**config.mk**
```make
export PLATFORM = sky130hd
export DESIGN_NAME = mem_controller
export DESIGN_NICKNAME = d
export VERILOG_FILES = /design/src/rtl/mem_controller.sv
export SDC_FILE = /design/constraint.sdc
export NUM_CORES = 1
export LEC_CHECK = 0
export CAP_MARGIN = 25
export CORE_AREA = 2 2 118 120
export CTS_CLUSTER_DIAMETER = 30
export DETAILED_ROUTE_END_ITERATION = 10
export DIE_AREA = 0 0 120 122
export PLACE_DENSITY_LB_ADDON = 0.2
export SYNTH_ARGS = -nofsm -noshare
export SYNTH_HDL_FRONTEND = slang
export SYNTH_SLANG_ARGS = --single-unit
export TNS_END_PERCENT = 100
```
**constraint.sdc**
```tcl
create_clock -name clk -period 2.75 [get_ports clk]
set_input_delay 0.275 -clock clk [delete_from_list [all_inputs] [get_ports clk]]
set_output_delay 0.275 -clock clk [all_outputs]
set_load 0.01 [all_outputs]
```
**src/rtl/mem_controller.sv**
```systemverilog
// Memory-access sequencer: one bus transaction per FETCH/MEM control state, with byte lanes.
// Optional bus timeout: define MEM_TIMEOUT_EN (abort after TIMEOUT_CYCLES unacked REQ cycles).
module mem_controller #(
    parameter int unsigned TIMEOUT_CYCLES  = 255,
    parameter int unsigned CONTROL_BIT_MAX = 7,
    parameter logic [CONTROL_BIT_MAX:0] STATE_FETCH = (CONTROL_BIT_MAX+1)'(2),
    parameter logic [CONTROL_BIT_MAX:0] STATE_MEM   = (CONTROL_BIT_MAX+1)'(16)
) (
    input  logic                     clk,
    input  logic                     rst,
    input  logic                     en,
    input  logic [CONTROL_BIT_MAX:0] control_i,
    input  logic [15:0]              pc,
    input  logic [15:0]              addr,
    input  logic [15:0]              wdata,
    input  logic                     mem_we,
    input  logic                     mem_byte,
    output logic                     mem_wait,
    output logic [15:0]              instr_o,
    output logic [15:0]              data_o,
    output logic                     bus_req,
    output logic                     bus_we,
    output logic [14:0]              bus_addr,
    output logic [1:0]               bus_be,
    output logic [15:0]              bus_wdata,
    input  logic [15:0]              bus_rdata,
    input  logic                     bus_ack,
    output logic                     bus_err
);

    typedef enum logic [1:0] {S_IDLE, S_REQ, S_DONE} state_e;

    state_e      state_q, state_d;
    logic        req_q, req_d;
    logic        we_q, we_d;
    logic        fetch_q, fetch_d;
    logic [14:0] addr_q, addr_d;
    logic [1:0]  be_q, be_d;
    logic [15:0] wdata_q, wdata_d;
    logic [15:0] instr_q, instr_d;
    logic [15:0] data_q, data_d;
    logic        is_fetch_c, is_mem_c;
    logic        unused_pc0;

    assign unused_pc0 = pc[0];
    assign is_fetch_c = (control_i == STATE_FETCH);
    assign is_mem_c   = (control_i == STATE_MEM);
    assign mem_wait   = (is_fetch_c || is_mem_c) && (state_q != S_DONE);

`ifdef MEM_TIMEOUT_EN
    localparam logic [7:0] TIMEOUT_LAST = 8'(TIMEOUT_CYCLES - 1);
    logic [7:0] cnt_q, cnt_d;
    logic       err_q, err_d;
`else
    logic [7:0] unused_timeout;
    assign unused_timeout = 8'(TIMEOUT_CYCLES);
`endif

    // Next-state and register updates
    always_comb begin
        state_d = state_q;
        req_d   = req_q;
        we_d    = we_q;
        fetch_d = fetch_q;
        addr_d  = addr_q;
        be_d    = be_q;
        wdata_d = wdata_q;
        instr_d = instr_q;
        data_d  = data_q;
`ifdef MEM_TIMEOUT_EN
        cnt_d   = cnt_q;
        err_d   = err_q;
`endif
        case (state_q)
            S_IDLE: begin
                if (en && (is_fetch_c || is_mem_c)) begin
                    state_d = S_REQ;
                    req_d   = 1'b1;
                    fetch_d = is_fetch_c;
`ifdef MEM_TIMEOUT_EN
                    cnt_d   = 8'd0;
`endif
                    if (is_fetch_c) begin
                        addr_d = pc[15:1];
                        we_d   = 1'b0;
                        be_d   = 2'b11;
                    end else begin
                        addr_d  = addr[15:1];
                        we_d    = mem_we;
                        be_d    = mem_byte ? (addr[0] ? 2'b10 : 2'b01) : 2'b11;
                        wdata_d = mem_byte ? {wdata[7:0], wdata[7:0]} : wdata;
                    end
                end
            end
            S_REQ: begin
                if (bus_ack) begin
                    state_d = S_DONE;
                    req_d   = 1'b0;
                    if (fetch_q) begin
                        instr_d = bus_rdata;
                    end else if (!we_q) begin
                        // Byte loads zero-extend the lane selected by the latched enable
                        case (be_q)
                            2'b10:   data_d = {8'h00, bus_rdata[15:8]};
                            2'b01:   data_d = {8'h00, bus_rdata[7:0]};
                            default: data_d = bus_rdata;
                        endcase
                    end
                end
`ifdef MEM_TIMEOUT_EN
                else if (cnt_q == TIMEOUT_LAST) begin
                    state_d = S_DONE;
                    req_d   = 1'b0;
                    err_d   = 1'b1;
                    if (fetch_q) begin
                        instr_d = 16'hFFFF;
                    end else if (!we_q) begin
                        data_d = 16'hFFFF;
                    end
                end else begin
                    cnt_d = cnt_q + 8'd1;
                end
`endif
            end
            S_DONE: begin
                if (en) begin
                    state_d = S_IDLE;
                end
            end
            default: state_d = S_IDLE;
        endcase
    end

    always_ff @(posedge clk or posedge rst) begin
        if (rst) begin
            state_q <= S_IDLE;
            req_q   <= 1'b0;
            we_q    <= 1'b0;
            fetch_q <= 1'b0;
            addr_q  <= 15'd0;
            be_q    <= 2'b00;
            wdata_q <= 16'd0;
            instr_q <= 16'd0;
            data_q  <= 16'd0;
`ifdef MEM_TIMEOUT_EN
            cnt_q   <= 8'd0;
            err_q   <= 1'b0;
`endif
        end else begin
            state_q <= state_d;
            req_q   <= req_d;
            we_q    <= we_d;
            fetch_q <= fetch_d;
            addr_q  <= addr_d;
            be_q    <= be_d;
            wdata_q <= wdata_d;
            instr_q <= instr_d;
            data_q  <= data_d;
`ifdef MEM_TIMEOUT_EN
            cnt_q   <= cnt_d;
            err_q   <= err_d;
`endif
        end
    end

    assign bus_req   = req_q;
    assign bus_we    = we_q;
    assign bus_addr  = addr_q;
    assign bus_be    = be_q;
    assign bus_wdata = wdata_q;
    assign instr_o   = instr_q;
    assign data_o    = data_q;
`ifdef MEM_TIMEOUT_EN
    assign bus_err   = err_q;
`else
    assign bus_err   = 1'b0;
`endif

endmodule

```
==> results of run 1 <==
==> logic make-up after synthesis <==
family,Yosys count,synth area share [%]
AO/OA/AOI/OAI,59,12.47
XOR/XNOR,1,0.2654
adder cells (fa/ha/maj),2,0.7580
buffers and inverters,36,4.625
flip-flops,70,53.07
multiplexers,58,20.36
other,1,0.1136
AND/OR/NAND/NOR,41,8.340
==> area by class of cell <==
class | count | area (um^2) | area share, %
Inverter | 14 | 52.55 | 0.9972
Timing Repair Buffer | 156 | 1544 | 29.30
Multi-Input combinational cell | 162 | 1405 | 26.66
Clock buffer | 10 | 229.0 | 4.345
Sequential cell | 70 | 1752 | 33.24
Clock inverter | 6 | 62.56 | 1.187
Tap cell | 180 | 225.2 | 4.274
==> cells in the mapped netlist, drive strengths merged, types with 2 or more instances <==
| cell type | instances |
|---|---|
| buf | 9 |
| nand2 | 8 |
| dfrtp | 70 |
| nor2b | 2 |
| o21ai | 16 |
| a31oi | 15 |
| inv | 14 |
| mux2i | 9 |
| ha | 2 |
| clkbuf | 13 |
| a22o | 8 |
| nand3 | 15 |
| or2 | 2 |
| a41oi | 15 |
| mux2 | 49 |
| nor3b | 2 |
| and4 | 2 |
==> stage by stage <==
| step | hold WS [ns] | total power (uW) | setup WS, ns |
|---|---|---|---|
| after floorplan | 0.3823 | 1353 | 0.7068 |
| final | 0.3412 | 2787 | 0.5709 |
| after detailed placement | 0.4777 | 1669 | 0.4599 |
| after global placement | 0.4749 | 1665 | 0.4834 |
| after global routing | 0.4068 | 2917 | 0.5096 |
| after CTS | 0.3683 | 2835 | 0.5402 |
==> flip-flops by register name (all words and copies together), names as in the netlist <==
signal     cells
instr_o       16
bus_we         1
data_o        16
bus_addr      15
bus_wdata     16
state_q        2
bus_be         2
bus_req        1
fetch_q        1
==> worst max-delay path: cells and delay by family <==
| kind | cells | cell delay (ns) |
|---|---|---|
| buffers and inverters | 2 | 0.99 |
| AND/OR/NAND/NOR | 2 | 0.63 |
==> final timing paths <==
| path | startpoint | to | depth (start not counted) |
|---|---|---|---|
| max in group asynchronous | rst | data_o[9]$_DFFE_PP0P_ | 3 |
| setup reg to reg | bus_be[0]$_DFFE_PP0P_ | data_o[5]$_DFFE_PP0P_ | 5 |
| hold reg to reg | bus_req$_DFFE_PP0P_ | bus_req$_DFFE_PP0P_ | 1 |
| hold / removal | rst | bus_wdata[11]$_DFFE_PP0P_ | 2 |
| setup / recovery | control_i[3] | mem_wait | 4 |
| min in group clk | bus_req$_DFFE_PP0P_ | bus_req$_DFFE_PP0P_ | 1 |
==> power groups by stage <==
| stage | Sequential [uW] | Combinational, uW | Clock, uW |
|---|---|---|---|
| floorplan | 1170 | 180 | 0 |
| CTS | 1130 | 522 | 1180 |
| global placement | 1150 | 516 | 0 |
| global route | 1140 | 558 | 1220 |
| detailed placement | 1150 | 519 | 0 |
| finish | 1130 | 511 | 1150 |
==> metal layers <==
layer / up-vias / share of wire [%]
met5: - / 0
met3: 9 / 6.9
met4: 0 / 1.4
li1: 1278 / -
met2: 102 / 49
met1: 1328 / 43
==> reports/metrics.yaml, run 1 <==
status: "complete, no violations"
gp_congestion: 0.7312
nFillCells: 1368
final_util_pct: 39.03
design.core.area_mm2: 0.01350
rsz0062_at_grt: "no"
switchingPower_uw: 692.5
grt.met3_usage_pct: 3.511
cts_root_buf: "clkbuf_16"
synth.area.top_cells: "dfrtp_1 53%, mux2_2 14%, a41oi_1 4.0%"
slowest_stage: "clkdlybuf4s50_1"
wire_per_inst_um: 15.93
synth_edf_count: 0
crit_path_frequent_cell: "clkdlybuf4s50_1"
fmax_mhz: 458.9
mostFrequentLayoutCells: "144 x clkdlybuf4s50_1, 70 x dfrtp_1, 41 x mux2_2"
gr-usage-met2_pct: 22.73
synth_top_area_share_pct: 53.07
max_stage_delay_ns: 0.54
vdd_drop_max_mv: 0.2287
setup_viol: 0
max-clock-path-buffers: 2
nets: 493
fp-row-count: 43
ys_seq_elements: 70
p_leak_uw: 0.002357
numCtsBuffers: 9
synth.distinct_cells: 40
clkSinkCount: 70
slew_headroom_pct: 42.41
grt_util_met1_pct: 16.09
tns_ns: 0
postCtsSetupBuffers: 0
combPwrFrac_pct: 18.3
crit_required_ns: 2.48
end_kind: "primary output"
seq_area_frac_synth_pct: 53.07
dp_cells: 582
grt_busiest_layer: "met2"
detail-route-antenna-nets: 0
period_minus_slack_ns: 2.179
post-dp-hpwl_um: 6945
die_area_mm2: 0.01464
period_share_pct: 79.24
grt-ovfl-total: 0
hold_violations: 0
wl_um: 9526
synth_area_per_cell_um2: 12.32
ctsHoldBuffers: 0
drt_iter0_markers: 160
postLayoutCellArea_mm2: 0.005270
dr.pass1.iters: 4
clk_latency_ns: 0.33
grt_max_degree: 46
placed_cell_area_mm2: 0.004979
vias: 2717
io_pins: 147
stdcell_count: 598
hp-class: "input pin to asynchronous set/reset pin"
regToRegSetupSlack_ns: 0.81
crit_fanout: 3
initial_core_util_pct: 24.44
die-height_um: 122
io_buffers: 144
cap_violations: 0
crit_type: "input pin to primary output"
start_kind: "input pin"
worstPathCellList: "clkdlybuf4s50_1 > nor4_4 > and4_1 > clkdlybuf4s50_1"
yosys_warnings: 0
internal-power_uw: 2095
pwr-share-seq_pct: 40.6
grt_use_total_pct: 13.30
drive_gt1_share_pct: 19.86
cts_tree: "done"
worstMarginPinSlew_ns: 0.8639
synth_fp_nets: 348
final_common_cell: "clkdlybuf4s50_1"
area_delta_synth_final_pct: 59.67
synth_area_mm2: 0.003301
htree_num_levels: 3
grt_first_pass_wirelength_um: 15150
arrival_ns: 1.90
dieWidth_um: 120
p_sw_share_pct: 24.85
viasPerCell: 4.543
drc: 0
antenna_cells: 0
skew_ns: 0.003170
pwr_density_cell_mw_per_mm2: 528.9
cts_resized: 0
antenna_found_initial: 0
cts.clk_slew.worst_paths_ns: 0.06
grt_pass1_vias: 2921
p_clk_share_pct: 41.1
async_flop_share_pct: 100.0
synthesis.instances: 268
synth_ff_type: "dfrtp_1"
drv_slew: 0
synth_top_area_cell: "dfrtp_1"
Power figures use the tool's default switching activity.
==> run 2: changes to the inputs <==
==> constraint.sdc (replaced) <==
create_clock -name clk -period 2.05 [get_ports clk]
set_input_delay 0.205 -clock clk [delete_from_list [all_inputs] [get_ports clk]]
set_output_delay 0.205 -clock clk [all_outputs]
set_load 0.01 [all_outputs]
==> run 2 against run 1 <==
Effect of this change: hold slack worse by 0.15 ns; combinational power rose by 35%; cell count grew 1.8%; register-to-register slack worse by 0.58 ns; total power increased by 31%; via count grew 2.0%; critical path depth did not move; sequential cell count stayed put; global-route usage up 0.23 points; critical endpoint unchanged; largest cell class unchanged.
==> reports/metrics.yaml, run 2 (same netlist as run 1, synthesis figures left out) <==
drv_slew: 0  # unchanged
design.core.area_mm2: 0.01350  # unchanged
crit_path_end: "mem_wait"  # unchanged
vias: 2770  # was 2717
drt_iter0_markers: 151  # was 160
cts_root_buf: "clkbuf_16"  # unchanged
clk_latency_ns: 0.33  # about the same
p_leak_uw: 0.002399  # was 0.002357 uW
setup_viol: 0  # unchanged
crit_start: "control_i[7]"  # was control_i[3]
dr.pass1.iters: 4  # unchanged
grt-ovfl-total: 0  # unchanged
crit_path_frequent_cell: "clkdlybuf4s50_1"  # unchanged
cts.clk_slew.worst_paths_ns: 0.05  # was 0.06 ns
post-dp-hpwl_um: 7019  # was 6945 um
timing.rr.start: "bus_be[0]$_DFFE_PP0P_"  # unchanged
nets: 504  # was 493
nFillCells: 1311  # was 1368
max-clock-path-buffers: 2  # unchanged
end_kind: "primary output"  # unchanged
hold_violations: 0  # unchanged
crit_type: "input pin to primary output"  # unchanged
grt_max_degree: 55  # was 46
ctsHoldBuffers: 0  # unchanged
die-height_um: 122  # unchanged
fmax_mhz: 505.3
tns_ns: 0  # unchanged
die_area_mm2: 0.01464  # unchanged
whs_ns: 0.1897  # was 0.3412 ns
grt_pass1_vias: 2843  # was 2921
start_kind: "input pin"  # unchanged
area_delta_synth_final_pct: 62.51  # was 59.67%
reg2reg_depth: 5  # unchanged
mostFrequentLayoutCells: "144 x clkdlybuf4s50_1, 70 x dfrtp_1, 41 x mux2_2"  # unchanged
grt_util_met1_pct: 17.57  # was 16.09%
htree_num_levels: 3  # unchanged
worstMarginPinSlew_ns: 0.7177  # was 0.8639 ns
max_stage_delay_ns: 0.57  # was 0.54 ns
initial_core_util_pct: 24.44  # unchanged
rsz0062_at_grt: "no"  # unchanged
crit_required_ns: 1.85  # was 2.48 ns
r2r_end: "data_o[2]$_DFFE_PP0P_"  # was data_o[5]$_DFFE_PP0P_
antenna_cells: 0  # unchanged
dieWidth_um: 120  # unchanged
period_share_pct: 96.55
antenna_found_initial: 0  # unchanged
multi_input_area_mm2: 0.001413  # was 0.001405 mm^2
gp_congestion: 0.7338  # was 0.7312
postLayoutCellArea_mm2: 0.005364  # was 0.005270 mm^2
cap_violations: 0  # unchanged
hp-class: "input pin to asynchronous set/reset pin"  # unchanged
io_pins: 147  # unchanged
slew_headroom_pct: 52.05  # was 42.41%
skew_ns: 0.004934  # was 0.003170 ns
grt.met3_usage_pct: 3.464  # was 3.511%
clkSinkCount: 70  # unchanged
period_minus_slack_ns: 1.979
worstPathCellList: "clkdlybuf4s50_1 > nor4_4 > and4_1 > clkdlybuf4s50_1"  # unchanged
gr-usage-met2_pct: 21.13  # was 22.73%
detail-route-antenna-nets: 0  # unchanged
grt_first_pass_wirelength_um: 15100  # was 15150 um
wl_um: 9445  # was 9526 um
final_common_cell: "clkdlybuf4s50_1"  # unchanged
numCtsBuffers: 9  # unchanged
cts_tree: "done"  # unchanged
fp-row-count: 43  # unchanged
postCtsSetupBuffers: 0  # unchanged
cts_resized: 0  # unchanged
pwr_density_cell_mw_per_mm2: 678.4  # was 528.9 mW/mm^2
arrival_ns: 1.77  # was 1.90 ns
vdd_drop_max_mv: 0.3283  # was 0.2287 mV
crit_fanout: 2  # was 3
placed_cell_area_mm2: 0.005086  # was 0.004979 mm^2
drc: 0  # unchanged
grt_use_total_pct: 13.52  # was 13.30%
io_buffers: 144  # unchanged
drive_gt1_share_pct: 21.68  # was 19.86%
seq_area_mm2: 0.001752  # unchanged
slowest_stage: "clkdlybuf4s50_1"  # unchanged
viasPerCell: 4.548  # was 4.543
wire_per_inst_um: 15.51  # was 15.93 um
grt_busiest_layer: "met2"  # unchanged
status: "complete, no violations"  # unchanged
regToRegSetupSlack_ns: 0.23  # was 0.81 ns
[run 2: cell types whose count changed in the layout (fill, tap and decap cells not counted), sizes merged]
| cell | delta |
|---|---|
| clkinvlp | +2 |
| buf | +11 |
| clkinv | -4 |
| clkbuf | +3 |
| bufinv | -1 |
[run 2: critical path: cells and delay by family]
family	cells	cell delay (ns)
simple gates	2	0.56
buf+inv	2	1.02
[run 2: cell type report]
cell class / count / area share (%)
inverters: 14 / 0.9797
multi-input cells: 162 / 26.34
clock buffers: 13 / 4.665
well taps: 180 / 4.199
flip-flops and latches: 70 / 32.66
repair buffers: 167 / 30.79
clock inverters: 3 / 0.3732
[run 2: report_power, final]
group / internal, uW / switching, uW / total, uW
combinational: 412 / 280 / 692
clock: 850 / 575 / 1430
sequential: 1470 / 54.5 / 1520
total: 2730 / 910 / 3640
[run 2: metrics by stage]
| stage | setup WS, ns | total power [uW] | utilization, % | cells |
|---|---|---|---|---|
| floorplan | 0.07679 | 1815 | - | 268 |
| global placement | 0.02892 | 2243 | 37.66 | 593 |
| detailed placement | 0.02884 | 2248 | 37.66 | 593 |
| CTS | 0.02477 | 3718 | 39.66 | 609 |
| global route | 0.01770 | 3846 | 39.72 | 609 |
| finish | 0.07081 | 3639 | 39.72 | 609 |
[run 2: how the worst min path moves through the flow]
stage	start	slack (ns)	to	cells past startpoint
after floorplan	en	0.31	state_q[1]$_DFFE_PP0P_	1
after global placement	bus_req$_DFFE_PP0P_	0.48	bus_req$_DFFE_PP0P_	1
after detailed placement	bus_req$_DFFE_PP0P_	0.49	bus_req$_DFFE_PP0P_	1
after CTS	rst	0.19	bus_wdata[0]$_DFFE_PP0P_	2
after global routing	rst	0.23	bus_wdata[5]$_DFFE_PP0P_	2
final	rst	0.19	bus_wdata[5]$_DFFE_PP0P_	2
[run 2: metal layers]
layer,share of wire [%],vias to the layer above
met5,0,-
met4,2.0,0
met3,7.0,13
met2,48,120
met1,43,1332
li1,-,1305
==> run 3: changes to the inputs <==
==> constraint.sdc (replaced) <==
create_clock -name clk -period 2 [get_ports clk]
set_input_delay 0.2 -clock clk [delete_from_list [all_inputs] [get_ports clk]]
set_output_delay 0.2 -clock clk [all_outputs]
set_load 0.01 [all_outputs]
==> run 3 against run 2 <==
Effect of this change: worst setup slack gained 0.13 ns; combinational power grew 3.8%; hold slack gained 0.087 ns; global-route usage shrank 0.22 points; first-iteration DRC count grew 30%; register-to-register slack lost 0.03 ns; non-clock buffer count grew 2; total power grew 3.0%; sequential share of layout area shrank 0.18 points; clock skew is essentially flat; core utilization grew 0.22 points; critical path type is now flop to flop.
==> reports/metrics.yaml, run 3 (same netlist as run 1, synthesis figures left out) <==
drive_gt1_share_pct: 22.56  # was 21.68%
timing.rr.start: "bus_be[0]$_DFFE_PP0P_"  # unchanged
drv_slew: 0  # unchanged
internal-power_uw: 2797  # was 2729 uW
gp_congestion: 0.7399  # was 0.7338
htree_num_levels: 3  # unchanged
seq_area_mm2: 0.001752  # unchanged
crit_type: "flop to flop"  # was input pin to primary output
drc: 0  # unchanged
fin_ws_ns: 0.1975  # was 0.07081 ns
mostFrequentLayoutCells: "143 x clkdlybuf4s50_1, 70 x dfrtp_1, 41 x mux2_2"  # was 144 x clkdlybuf4s50_1, 70 x dfrtp_1, 41 x mux2_2
grt-ovfl-total: 0  # unchanged
clkSinkCount: 70  # unchanged
die_area_mm2: 0.01464  # unchanged
period_minus_slack_ns: 1.803
post-dp-hpwl_um: 6819  # was 7019 um
wire_per_inst_um: 15.55  # was 15.51 um
dp_cells: 594  # was 593
skew_ns: 0.004725  # was 0.004934 ns
period_share_pct: 90.13
p_sw_share_pct: 25.40  # was 25.01%
antenna_found_initial: 0  # unchanged
vias: 2747  # was 2770
max_stage_delay_ns: 0.56  # was 0.57 ns
cts_root_buf: "clkbuf_16"  # unchanged
cap_violations: 0  # unchanged
stdcell_count: 610  # was 609
io_pins: 147  # unchanged
grt_max_degree: 71  # was 55
status: "complete, no violations"  # unchanged
place_ws_ns: -0.09542  # was 0.02884 ns
regToRegSetupSlack_ns: 0.20  # was 0.23 ns
switchingPower_uw: 952.4  # was 910.1 uW
pwr-share-seq_pct: 41.6  # was 41.8%
combPwrFrac_pct: 19.2  # was 19.0%
end_kind: "flop"  # was primary output
io_buffers: 144  # unchanged
placed_cell_area_mm2: 0.005106  # was 0.005086 mm^2
clk_latency_ns: 0.33  # about the same
numCtsBuffers: 9  # unchanged
reg2reg_depth: 5  # unchanged
postLayoutCellArea_mm2: 0.005394  # was 0.005364 mm^2
pwr_density_cell_mw_per_mm2: 695.1  # was 678.4 mW/mm^2
arrival_ns: 2.07  # was 1.77 ns
crit_start: "bus_be[0]$_DFFE_PP0P_"  # was control_i[7]
dieWidth_um: 120  # unchanged
multi_input_area_mm2: 0.001413  # unchanged
whs_ns: 0.2770  # was 0.1897 ns
vdd_drop_max_mv: 0.4074  # was 0.3283 mV
area_delta_synth_final_pct: 63.42  # was 62.51%
fp-row-count: 43  # unchanged
grt_use_total_pct: 13.30  # was 13.52%
crit_family: "simple AND/OR/NAND/NOR gates"  # was buffers and inverters
hold_violations: 0  # unchanged
crit_fanout: 8  # was 2
detail-route-antenna-nets: 0  # unchanged
grt_first_pass_wirelength_um: 14990  # was 15100 um
slowest_stage: "nor2b_1"  # was clkdlybuf4s50_1
setup_viol: 0  # unchanged
start_kind: "flop"  # was input pin
fmax_mhz: 554.8
viasPerCell: 4.503  # was 4.548
critical_path_buf_inv_count: 1  # was 2
final_util_pct: 39.94  # was 39.72%
grt_pass1_vias: 2804  # was 2843
crit_required_ns: 2.27  # was 1.85 ns
r2r_end: "data_o[7]$_DFFE_PP0P_"  # was data_o[2]$_DFFE_PP0P_
p_leak_uw: 0.002430  # was 0.002399 uW
cts.clk_slew.worst_paths_ns: 0.06  # was 0.05 ns
cts_tree: "done"  # unchanged
antenna_cells: 0  # unchanged
hp-class: "input pin to asynchronous set/reset pin"  # unchanged
p_clk_share_pct: 39.3  # was 39.2%
final_common_cell: "clkdlybuf4s50_1"  # unchanged
max-clock-path-buffers: 2  # unchanged
slew_headroom_pct: 53.36  # was 52.05%
design.core.area_mm2: 0.01350  # unchanged
wl_um: 9486  # was 9445 um
worstMarginPinSlew_ns: 0.6982  # was 0.7177 ns
rsz0062_at_grt: "no"  # unchanged
nets: 506  # was 504
drt_iter0_markers: 197  # was 151
initial_core_util_pct: 24.44  # unchanged
dr.pass1.iters: 4  # unchanged
cp.depth: 5  # was 4
die-height_um: 122  # unchanged
worstPathCellList: "inv_1 > ha_1 > nor2b_1 > a22o_1 > mux2_2"  # was clkdlybuf4s50_1 > nor4_4 > and4_1 > clkdlybuf4s50_1
nFillCells: 1312  # was 1311
crit_path_end: "data_o[7]$_DFFE_PP0P_"  # was mem_wait
-- run 3: layout make-up --
class | count | share of cell area [%]
well taps | 180 | 4.175
clock inverters | 5 | 0.6495
repair buffers | 169 | 31.11
inverters | 14 | 0.9743
clock buffers | 10 | 4.431
multi-input cells | 162 | 26.19
flip-flops and latches | 70 | 32.48
-- run 3: stage by stage --
stage	total power, uW	setup TNS [ns]
floorplan	1860	0
global placement	2303	-0.06808
detailed placement	2309	-0.09542
finish	3749	0
global route	3945	0
CTS	3817	0
-- run 3: worst min-delay path: cells and delay by family --
kind / cells / cell delay (ns)
buffers and inverters: 3 / 0.81
-- run 3: worst min path at each step --
stage / startpoint / end / slack, ns / depth (start not counted)
floorplan: en / state_q[1]$_DFFE_PP0P_ / 0.31 / 1
global placement: bus_req$_DFFE_PP0P_ / bus_req$_DFFE_PP0P_ / 0.48 / 1
detailed placement: bus_req$_DFFE_PP0P_ / bus_req$_DFFE_PP0P_ / 0.49 / 1
CTS: rst / instr_o[8]$_DFFE_PP0P_ / 0.29 / 3
global route: rst / instr_o[8]$_DFFE_PP0P_ / 0.29 / 3
finish: rst / instr_o[8]$_DFFE_PP0P_ / 0.28 / 3
-- run 3: power groups by stage --
| stage | clock network [uW] | logic [uW] | registers [uW] |
|---|---|---|---|
| 2_1_floorplan | 0 | 248 | 1610 |
| 3_3_place_gp | 0 | 722 | 1580 |
| 3_5_place_dp | 0 | 727 | 1580 |
| 4_1_cts | 1530 | 731 | 1560 |
| 5_1_grt | 1590 | 784 | 1570 |
| 6_report | 1470 | 718 | 1560 |
-- run 3: metal layers --
metal / global-route usage [%] / vias up / routed length, um / part of all wire [%]
met1: 16.26 / 1328 / 4137 / 44
met4: 4.191 / 0 / 126 / 1.3
met3: 4.682 / 10 / 732 / 7.7
li1: - / 1307 / - / -
met5: 0 / - / 0 / 0
met2: 22.02 / 102 / 4489 / 47
-- run 3: timing repair --
action | 4_1_cts | 5_1_grt
setup endpoints to repair | 1 | 0
hold buffers | 0 | 0
setup buffers | 1 | 0
gates resized for setup | 2 | 0
